--- config.mk ---
export PLATFORM = sky130hd
export DESIGN_NAME = mux_onehot_reg
export DESIGN_NICKNAME = d
export VERILOG_FILES = /design/src/rtl/mux_onehot_reg.sv
export SDC_FILE = /design/constraint.sdc
export NUM_CORES = 1
export LEC_CHECK = 0
export BUFFER_PORTS_ARGS = -buffer_cell sky130_fd_sc_hd__buf_2
export CAP_MARGIN = 20
export CELL_PAD_IN_SITES_DETAIL_PLACEMENT = 0
export CELL_PAD_IN_SITES_GLOBAL_PLACEMENT = 1
export CORE_MARGIN = 2
export CORE_UTILIZATION = 30
export CTS_CLUSTER_DIAMETER = 150
export DETAILED_ROUTE_END_ITERATION = 16
export MAX_ROUTING_LAYER = met4
export PLACE_DENSITY_LB_ADDON = 0.1
export SYNTH_ARGS = -nofsm -noshare
export SYNTH_HDL_FRONTEND = slang
export SYNTH_SLANG_ARGS = --single-unit
--- constraint.sdc ---
create_clock -name clk -period 1.3 [get_ports clk]
set_input_delay 0.065 -clock clk [delete_from_list [all_inputs] [get_ports clk]]
set_output_delay 0.065 -clock clk [all_outputs]
set_load 0.01 [all_outputs]
--- src/rtl/mux_onehot_reg.sv ---
// mux_onehot_reg: registered N-way mux with a one-hot manual select, a rotating scan mode and a sticky illegal-select flag.
module mux_onehot_reg #(
  parameter int N = 3,
  parameter int W = 1
) (
  input  logic                 clk,
  input  logic                 rst,
  input  logic [N*W-1:0]       d,
  input  logic [N-1:0]         s,
  input  logic                 mode,
  input  logic                 in_valid,
  input  logic                 err_clr,
  output logic [W-1:0]         o,
  output logic                 o_valid,
  output logic [$clog2(N)-1:0] ch,
  output logic                 err
);
  localparam int CW = $clog2(N);
  logic [CW-1:0] idx, idx_nxt, man_ch;
  logic [W-1:0] man_data, scan_data;
  logic legal;
  always_comb begin
    man_data = '0;
    man_ch = '0;
    scan_data = '0;
    for (int k = 0; k < N; k++) begin
      if (s[k]) begin
        man_data = d[k*W +: W];
        man_ch = CW'(k);
      end
      if (idx == CW'(k)) scan_data = d[k*W +: W];
    end
    legal = (s != '0) && ((s & (s - N'(1))) == '0);
    idx_nxt = (idx == CW'(N-1)) ? '0 : idx + CW'(1);
  end
  always_ff @(posedge clk or posedge rst) begin
    if (rst) begin
      o <= '0;
      o_valid <= 1'b0;
      ch <= '0;
      err <= 1'b0;
      idx <= '0;
    end else begin
      o_valid <= in_valid & (mode | legal);
      err <= (in_valid & ~mode & ~legal) | (err & ~err_clr);
      if (in_valid & mode) begin
        o <= scan_data;
        ch <= idx;
      end else if (in_valid & legal) begin
        o <= man_data;
        ch <= man_ch;
      end
      idx <= ~mode ? '0 : in_valid ? idx_nxt : idx;
    end
  end
endmodule

==> impl_metrics.prom, run 1 <==
# TYPE chip_impl_metric gauge
chip_impl_metric{name="global_route.usage.total",unit="%"} 12.8
chip_impl_metric{name="cts_max_path_bufs",unit=""} 2
chip_impl_metric{name="vdd.ir_drop.worst",unit="mV"} 0.483
chip_impl_metric{name="routabilityCongestion",unit=""} 0.718
chip_impl_metric{name="worst_setup_skew_after_layout",unit="ns"} 0.00199
chip_impl_metric{name="maxCapViolCount",unit=""} 0
chip_impl_info{name="timing.setup.critical_path_class",value="reg2reg"} 1
chip_impl_metric{name="detail_route.first_pass.iterations",unit=""} 2
chip_impl_metric{name="n_antenna_cell",unit=""} 0
chip_impl_metric{name="synth_largest_type_area_fraction",unit="%"} 44.9
chip_impl_metric{name="synth.distinct_cells",unit=""} 19
chip_impl_metric{name="drt-vias-per-instance",unit=""} 4.73
chip_impl_metric{name="post_drt_wl_per_cell",unit="µm"} 10.6
chip_impl_metric{name="post_synth_inst_count",unit=""} 38
chip_impl_metric{name="worst_slew_pin_slew",unit="ns"} 0.265
chip_impl_info{name="worst_path_dominant_cell_family",value="flip-flops"} 1
chip_impl_info{name="yosysMostFrequentCell",value="sky130_fd_sc_hd__dfrtp_1"} 1
chip_impl_metric{name="placed_cells_incl_taps",unit=""} 67
chip_impl_metric{name="ys.warnings.count",unit=""} 0
chip_impl_metric{name="postSynth.asyncResetShare",unit="%"} 100
chip_impl_metric{name="power_density",unit="nW/µm²"} 1100
chip_impl_metric{name="mappedNetlistNets",unit=""} 49
chip_impl_metric{name="cts_buffers",unit=""} 3
chip_impl_info{name="cts_tree",value="built"} 1
chip_impl_metric{name="grt_start_max_net_pins",unit=""} 9
chip_impl_metric{name="clkTransAtPathRegs",unit="ns"} 0.05
chip_impl_metric{name="first_global_vias",unit=""} 332
chip_impl_metric{name="placement.io_buffers",unit=""} 15
chip_impl_metric{name="ff2ff_setup_slack",unit="ns"} 0.09
chip_impl_info{name="hold_path_end",value="idx[0]$_DFFE_PP0P_"} 1
chip_impl_metric{name="instances_no_fill",unit=""} 73
chip_impl_info{name="setup_repair_after_global_routing_missed_its_margin",value="false"} 1
chip_impl_metric{name="num_rows",unit=""} 12
chip_impl_metric{name="fp.dieW",unit="µm"} 40.1
chip_impl_info{name="worstPathCellList",value="nor2b_1 -> a211oi_1 -> o32ai_1 -> mux2_2"} 1
chip_impl_info{name="timing.rr.end",value="o$_DFFE_PP0P_"} 1
chip_impl_metric{name="dr.first_iter.drc_count",unit=""} 1
chip_impl_metric{name="hpwlAfterDp",unit="µm"} 647
chip_impl_metric{name="route.vias.total",unit=""} 345
chip_impl_metric{name="cts.sink_count",unit=""} 7
chip_impl_metric{name="arrival",unit="ns"} 1.34
chip_impl_metric{name="detail_route.wirelength",unit="µm"} 777
chip_impl_metric{name="critical_path_fanouts_max",unit=""} 6
chip_impl_info{name="timing.critical_path.slowest_stage_cell",value="sky130_fd_sc_hd__dfrtp_1"} 1
chip_impl_metric{name="route.detailed.drc",unit=""} 0
chip_impl_info{name="result_of_the_run",value="complete, no violations"} 1
chip_impl_metric{name="filler_cell_count_in_the_final_layout",unit=""} 111
chip_impl_metric{name="global_route.overflow_total",unit=""} 0
chip_impl_metric{name="start_util",unit="%"} 33.8
chip_impl_metric{name="final_cell_area",unit="µm²"} 529
chip_impl_info{name="crit_path_end_kind",value="register"} 1
chip_impl_info{name="synth_top_area_cell",value="sky130_fd_sc_hd__dfrtp_1"} 1
chip_impl_metric{name="dieArea",unit="µm²"} 1610
chip_impl_metric{name="reg2reg_depth",unit=""} 4
chip_impl_info{name="setup.worst_path.start_class",value="register"} 1
chip_impl_info{name="min-delay-start",value="mode"} 1
chip_impl_metric{name="synth_seq_cells",unit=""} 7
chip_impl_metric{name="fin_tns_setup",unit="ns"} 0
chip_impl_metric{name="synth-edff-count",unit=""} 0
chip_impl_metric{name="clkLatencyLatePin",unit="ns"} 0.25
chip_impl_metric{name="critPathRequiredTime",unit="ns"} 1.43
chip_impl_metric{name="final_max_slew_viol_count",unit=""} 0
chip_impl_info{name="synth_top_cells_by_area",value="sky130_fd_sc_hd__dfrtp_1 45%, sky130_fd_sc_hd__mux2_2 8.7%, sky130_fd_sc_hd__nor2b_1 4.8%"} 1
chip_impl_info{name="worst_hold_path_type",value="in2reg"} 1
chip_impl_metric{name="core_area",unit="µm²"} 1160
chip_impl_metric{name="drt.antenna.violating_nets",unit=""} 0
chip_impl_metric{name="die_height",unit="µm"} 40.1
chip_impl_metric{name="flow.area_growth_from_synthesis",unit="%"} 35.6
chip_impl_metric{name="final_nets",unit=""} 71
chip_impl_metric{name="max_stage_delay",unit="ns"} 0.43
chip_impl_metric{name="min_delay_path_depth",unit=""} 2
chip_impl_info{name="worst_reg2reg_path_startpoint",value="idx[1]$_DFFE_PP0P_"} 1
chip_impl_metric{name="placed_cell_area",unit="µm²"} 483
chip_impl_metric{name="crit_buf_inv",unit=""} 0
chip_impl_metric{name="syn-cell-area",unit="µm²"} 390
chip_impl_info{name="synth_flop_cell",value="sky130_fd_sc_hd__dfrtp_1"} 1
chip_impl_metric{name="grt_pass1_wl",unit="mm"} 1.24
chip_impl_metric{name="finalHoldViolCount",unit=""} 0
chip_impl_metric{name="finalCritPeriodShare",unit="%"} 92.7
chip_impl_metric{name="postCtsSetupBuffers",unit=""} 0
chip_impl_metric{name="antenna_found_initial",unit=""} 0
chip_impl_metric{name="relSlewSlack",unit="%"} 82.3
chip_impl_metric{name="leakage_power",unit="nW"} 0.255
chip_impl_metric{name="htreeDepth",unit=""} 1
chip_impl_info{name="synth_common_cells",value="7 x sky130_fd_sc_hd__dfrtp_1, 4 x sky130_fd_sc_hd__inv_1"} 1
chip_impl_info{name="cts_root_buffer",value="sky130_fd_sc_hd__clkbuf_4"} 1
chip_impl_metric{name="syn_area_per_cell",unit="µm²"} 10.3
chip_impl_metric{name="drive_gt1_share",unit="%"} 40.7
chip_impl_metric{name="achievable_clock_frequency",unit="GHz"} 0.830
chip_impl_metric{name="finalCriticalPeriod",unit="ns"} 1.21
chip_impl_metric{name="ioPinCount",unit=""} 16
chip_impl_metric{name="synth.yosys.seq_area_share",unit="%"} 44.9
chip_impl_metric{name="finalSetupViolations",unit=""} 0
-- what timing repair did --
action / 4_1_cts / 5_1_grt
endpoints found under the hold margin: 8 / 0
hold buffers: 2 / 0
gates resized for setup: 0 / 0
-- sequential cells by signal, indices dropped and copies added, names as in the netlist --
signal and cells:
o_valid 1, o 1, ch 2, idx 2, err 1
-- kinds of logic after synthesis --
family                 synth area share [%]
AO/OA/AOI/OAI                          21.5
XOR/XNOR                               2.24
buffers and inverters                  3.85
flip-flops                             44.9
multiplexers                           8.65
AND/OR/NAND/NOR                        18.9
-- placed cells by master (no fill, tap or decap), types with 2 or more instances in the layout --
| cell | instances |
|---|---|
| sky130_fd_sc_hd__a21boi_0 | 2 |
| sky130_fd_sc_hd__buf_2 | 15 |
| sky130_fd_sc_hd__clkbuf_4 | 3 |
| sky130_fd_sc_hd__dfrtp_1 | 7 |
| sky130_fd_sc_hd__dlygate4sd3_1 | 2 |
| sky130_fd_sc_hd__inv_1 | 4 |
| sky130_fd_sc_hd__mux2_2 | 3 |
| sky130_fd_sc_hd__nand2_1 | 3 |
| sky130_fd_sc_hd__nor2b_1 | 3 |
| sky130_fd_sc_hd__nor3b_1 | 2 |
| sky130_fd_sc_hd__o21ai_0 | 3 |
-- final cells by class --
type                    instances  area [µm²]  share of cell area [%]
inverters                       4        15.0                    2.84
well taps                      14        17.5                    3.31
repair buffers                 17        95.1                    18.0
flip-flops and latches          7         175                    33.1
multi-input cells              27         200                    37.8
clock buffers                   4        26.3                    4.96
-- where the power goes --
group | internal [mW] | total, mW | switching, mW
sequential | 0.245 | 0.260 | 0.0160
combinational | 0.0677 | 0.129 | 0.0611
clock | 0.117 | 0.193 | 0.0761
total | 0.429 | 0.582 | 0.153
-- stage by stage --
step                      utilization (%)  setup slack, ns  power, mW  hold WS [ns]
after floorplan                         -            0.202      0.332        -0.132
after global placement               41.8            0.125      0.386       -0.0112
after detailed placement             41.8           0.0996      0.389     -0.000357
after global routing                 45.8           0.0481      0.624        0.0861
after CTS                            45.8           0.0921      0.592        0.0832
final                                45.8           0.0948      0.582        0.0898
-- worst max-delay path by stage --
stage,depth (start not counted),slack [ns],end,from
floorplan,4,0.20,o$_DFFE_PP0P_,idx[1]$_DFFE_PP0P_
global placement,4,0.12,o$_DFFE_PP0P_,idx[1]$_DFFE_PP0P_
detailed placement,5,0.1,o$_DFFE_PP0P_,s[1]
CTS,4,0.09,o$_DFFE_PP0P_,idx[1]$_DFFE_PP0P_
global route,4,0.05,o$_DFFE_PP0P_,idx[1]$_DFFE_PP0P_
finish,4,0.09,o$_DFFE_PP0P_,idx[1]$_DFFE_PP0P_
-- per-layer routing --
| metal | track usage [%] | wire length [µm] | share of wire, % |
|---|---|---|---|
| met5 | - | 0 | 0 |
| met4 | 10.3 | 16 | 2.1 |
| met3 | 3.33 | 53 | 6.8 |
| met2 | 21.4 | 353 | 45 |
| met1 | 12.5 | 354 | 46 |
No activity file was read; power rests on OpenSTA's default activity.
==> run 2, diff against run 1 <==
Settings changed: CORE_AREA set to 2 2 39 41, CORE_MARGIN 2 to unset, CORE_UTILIZATION 30 to unset, CTS_CLUSTER_DIAMETER 150 to 50, DIE_AREA set to 0 0 41 43.
==> run 2 against run 1 <==
Net effect:
- setup slack got worse by 0.021 ns
- clock-buffer cell count shrank 1
- global-route usage fell by 1.3 points
- combinational power about the same
- critical path depth unchanged
- register-to-register slack lost 0.02 ns
- cell count increased by 2.7%
- routed wire length is 6.2% higher
- non-clock buffer count stayed put
==> impl_metrics.prom, run 2 (synthesis results as in run 1) <==
# TYPE chip_impl_metric gauge
chip_impl_info{name="worst_reg2reg_path_startpoint",value="idx[1]$_DFFE_PP0P_"} 1
chip_impl_metric{name="critical_path_fanouts_max",unit=""} 6
chip_impl_metric{name="final_core_utilization",unit="%"} 38.6
chip_impl_metric{name="ff2ff_setup_slack",unit="ns"} 0.07
chip_impl_metric{name="grt_start_max_net_pins",unit=""} 9
chip_impl_metric{name="flow.area_growth_from_synthesis",unit="%"} 36.9
chip_impl_metric{name="placement.setup.worst_slack",unit="ns"} 0.0432
chip_impl_metric{name="cts_max_path_bufs",unit=""} 2
chip_impl_info{name="reg_top3",value="ch: 2 flops, idx: 2 flops"} 1
chip_impl_info{name="layout_commonest_cell",value="sky130_fd_sc_hd__buf_2"} 1
chip_impl_metric{name="final_cell_area",unit="µm²"} 534
chip_impl_metric{name="worst_slew_pin_slew",unit="ns"} 0.260
chip_impl_metric{name="dieArea",unit="µm²"} 1760
chip_impl_info{name="timing.rr.end",value="o$_DFFE_PP0P_"} 1
chip_impl_metric{name="drt-vias-per-instance",unit=""} 4.51
chip_impl_metric{name="detail_route.wirelength",unit="µm"} 825
chip_impl_metric{name="power_density",unit="nW/µm²"} 1080
chip_impl_info{name="setup_repair_after_global_routing_missed_its_margin",value="false"} 1
chip_impl_metric{name="clkLatencyLatePin",unit="ns"} 0.25
chip_impl_metric{name="postCtsSetupBuffers",unit=""} 0
chip_impl_metric{name="maxCapViolCount",unit=""} 0
chip_impl_metric{name="drive_gt1_share",unit="%"} 44.1
chip_impl_metric{name="setup_ws",unit="ns"} 0.0739
chip_impl_metric{name="route.vias.total",unit=""} 338
chip_impl_info{name="min-delay-start",value="mode"} 1
chip_impl_info{name="hold_path_end",value="idx[0]$_DFFE_PP0P_"} 1
chip_impl_info{name="result_of_the_run",value="complete, no violations"} 1
chip_impl_metric{name="worst_setup_skew_after_layout",unit="ns"} 0.00871
chip_impl_metric{name="clkTransAtPathRegs",unit="ns"} 0.06
chip_impl_metric{name="relSlewSlack",unit="%"} 82.7
chip_impl_metric{name="detail_route.first_pass.iterations",unit=""} 3
chip_impl_metric{name="dr.first_iter.drc_count",unit=""} 6
chip_impl_metric{name="routabilityCongestion",unit=""} 0.662
chip_impl_info{name="worstPathCellList",value="nor2b_1 -> a211oi_1 -> o32ai_1 -> mux2_2"} 1
chip_impl_info{name="grt_most_used_layer",value="met2"} 1
chip_impl_metric{name="use_met1",unit="%"} 13.7
chip_impl_metric{name="post_drt_wl_per_cell",unit="µm"} 11.0
chip_impl_info{name="timing.setup.critical_path_class",value="reg2reg"} 1
chip_impl_metric{name="global_route.usage.total",unit="%"} 11.6
chip_impl_info{name="cts_tree",value="built"} 1
chip_impl_metric{name="htreeDepth",unit=""} 1
chip_impl_metric{name="start_util",unit="%"} 28.2
chip_impl_metric{name="leakage_power",unit="nW"} 0.256
chip_impl_metric{name="grt_use_met3",unit="%"} 4.71
chip_impl_metric{name="arrival",unit="ns"} 1.35
chip_impl_metric{name="finalCriticalPeriod",unit="ns"} 1.23
chip_impl_metric{name="vdd.ir_drop.worst",unit="mV"} 0.533
chip_impl_metric{name="critPathRequiredTime",unit="ns"} 1.42
chip_impl_info{name="worst_hold_path_type",value="in2reg"} 1
chip_impl_metric{name="achievable_clock_frequency",unit="GHz"} 0.816
chip_impl_metric{name="grt_pass1_wl",unit="mm"} 1.33
chip_impl_metric{name="finalSetupViolations",unit=""} 0
chip_impl_info{name="layout_common_cells",value="15 x sky130_fd_sc_hd__buf_2, 6 x sky130_fd_sc_hd__dfrtp_1, 4 x sky130_fd_sc_hd__inv_1"} 1
chip_impl_metric{name="n_antenna_cell",unit=""} 0
chip_impl_metric{name="global_route.overflow_total",unit=""} 0
chip_impl_metric{name="ioPinCount",unit=""} 16
chip_impl_metric{name="drt.antenna.violating_nets",unit=""} 0
chip_impl_metric{name="placed_cell_area",unit="µm²"} 485
chip_impl_metric{name="fp.dieW",unit="µm"} 41
chip_impl_metric{name="first_global_vias",unit=""} 346
chip_impl_metric{name="reg2reg_depth",unit=""} 4
chip_impl_metric{name="globalRouteMet2Util",unit="%"} 17.2
chip_impl_info{name="timing.critical_path.slowest_stage_cell",value="sky130_fd_sc_hd__dfrtp_2"} 1
chip_impl_metric{name="final_max_slew_viol_count",unit=""} 0
chip_impl_metric{name="fin_tns_setup",unit="ns"} 0
chip_impl_metric{name="route.detailed.drc",unit=""} 0
chip_impl_metric{name="core_area",unit="µm²"} 1380
chip_impl_info{name="setup.worst_path.start_class",value="register"} 1
chip_impl_metric{name="max_stage_delay",unit="ns"} 0.41
chip_impl_metric{name="antenna_found_initial",unit=""} 0
chip_impl_metric{name="final_nets",unit=""} 71
chip_impl_metric{name="die_height",unit="µm"} 43
chip_impl_metric{name="placement.io_buffers",unit=""} 15
chip_impl_metric{name="finalHoldViolCount",unit=""} 0
chip_impl_metric{name="cts_buffers",unit=""} 3
chip_impl_info{name="crit_path_end_kind",value="register"} 1
chip_impl_metric{name="cts.sink_count",unit=""} 7
chip_impl_info{name="cts_root_buffer",value="sky130_fd_sc_hd__clkbuf_4"} 1
chip_impl_metric{name="min_delay_path_depth",unit=""} 2
chip_impl_metric{name="num_rows",unit=""} 14
chip_impl_metric{name="finalCritPeriodShare",unit="%"} 94.3
## run 2: worst max path at each step
| stage | start | endpoint | cells after the start |
|---|---|---|---|
| global placement | idx[1]$_DFFE_PP0P_ | o$_DFFE_PP0P_ | 4 |
| finish | idx[1]$_DFFE_PP0P_ | o$_DFFE_PP0P_ | 4 |
| CTS | idx[1]$_DFFE_PP0P_ | o$_DFFE_PP0P_ | 4 |
| global route | idx[1]$_DFFE_PP0P_ | o$_DFFE_PP0P_ | 4 |
| detailed placement | idx[1]$_DFFE_PP0P_ | o$_DFFE_PP0P_ | 4 |
| floorplan | idx[1]$_DFFE_PP0P_ | o$_DFFE_PP0P_ | 4 |
## run 2: what timing repair did
item | in CTS | in global routing
resized for setup | 0 | 1
setup endpoints to repair | 0 | 1
hold endpoints to repair | 8 | 0
hold buffers | 2 | 0
## run 2: per-layer routing
metal / vias up / share of wire, %
met5: - / 0
met4: 0 / 0
met3: 0 / 7.4
met2: 10 / 48
met1: 151 / 45
li1: 177 / -
## run 2: metrics by stage
stage	power, mW	cells	hold slack, ns
2_1_floorplan	0.332	38	-0.132
3_3_place_gp	0.386	69	-0.00695
3_5_place_dp	0.390	69	0.00104
4_1_cts	0.592	75	0.0828
5_1_grt	0.628	75	0.0802
6_report	0.579	75	0.0875
## run 2: layout make-up
class	count	area [µm²]
flip-flops and latches	7	176
repair buffers	17	95.1
multi-input cells	27	200
inverters	4	15.0
clock buffers	3	22.5
well taps	16	20.0
clock inverters	1	5.00
fillers	145	850
## run 2: critical path, delay by kind of cell, from the launching register on
family	cells	cell delay (ns)
AOI/OAI and AO/OA	2	0.36
muxes	1	0.28
and+or+nand+nor	1	0.06
DFF	1	0.41
## run 2: where the power goes
part           leakage, nW  switching (mW)  total (mW)  internal, mW
clock network       0.0177          0.0782       0.190         0.112
registers           0.0875          0.0148       0.259         0.244
logic                0.151          0.0619       0.130        0.0677
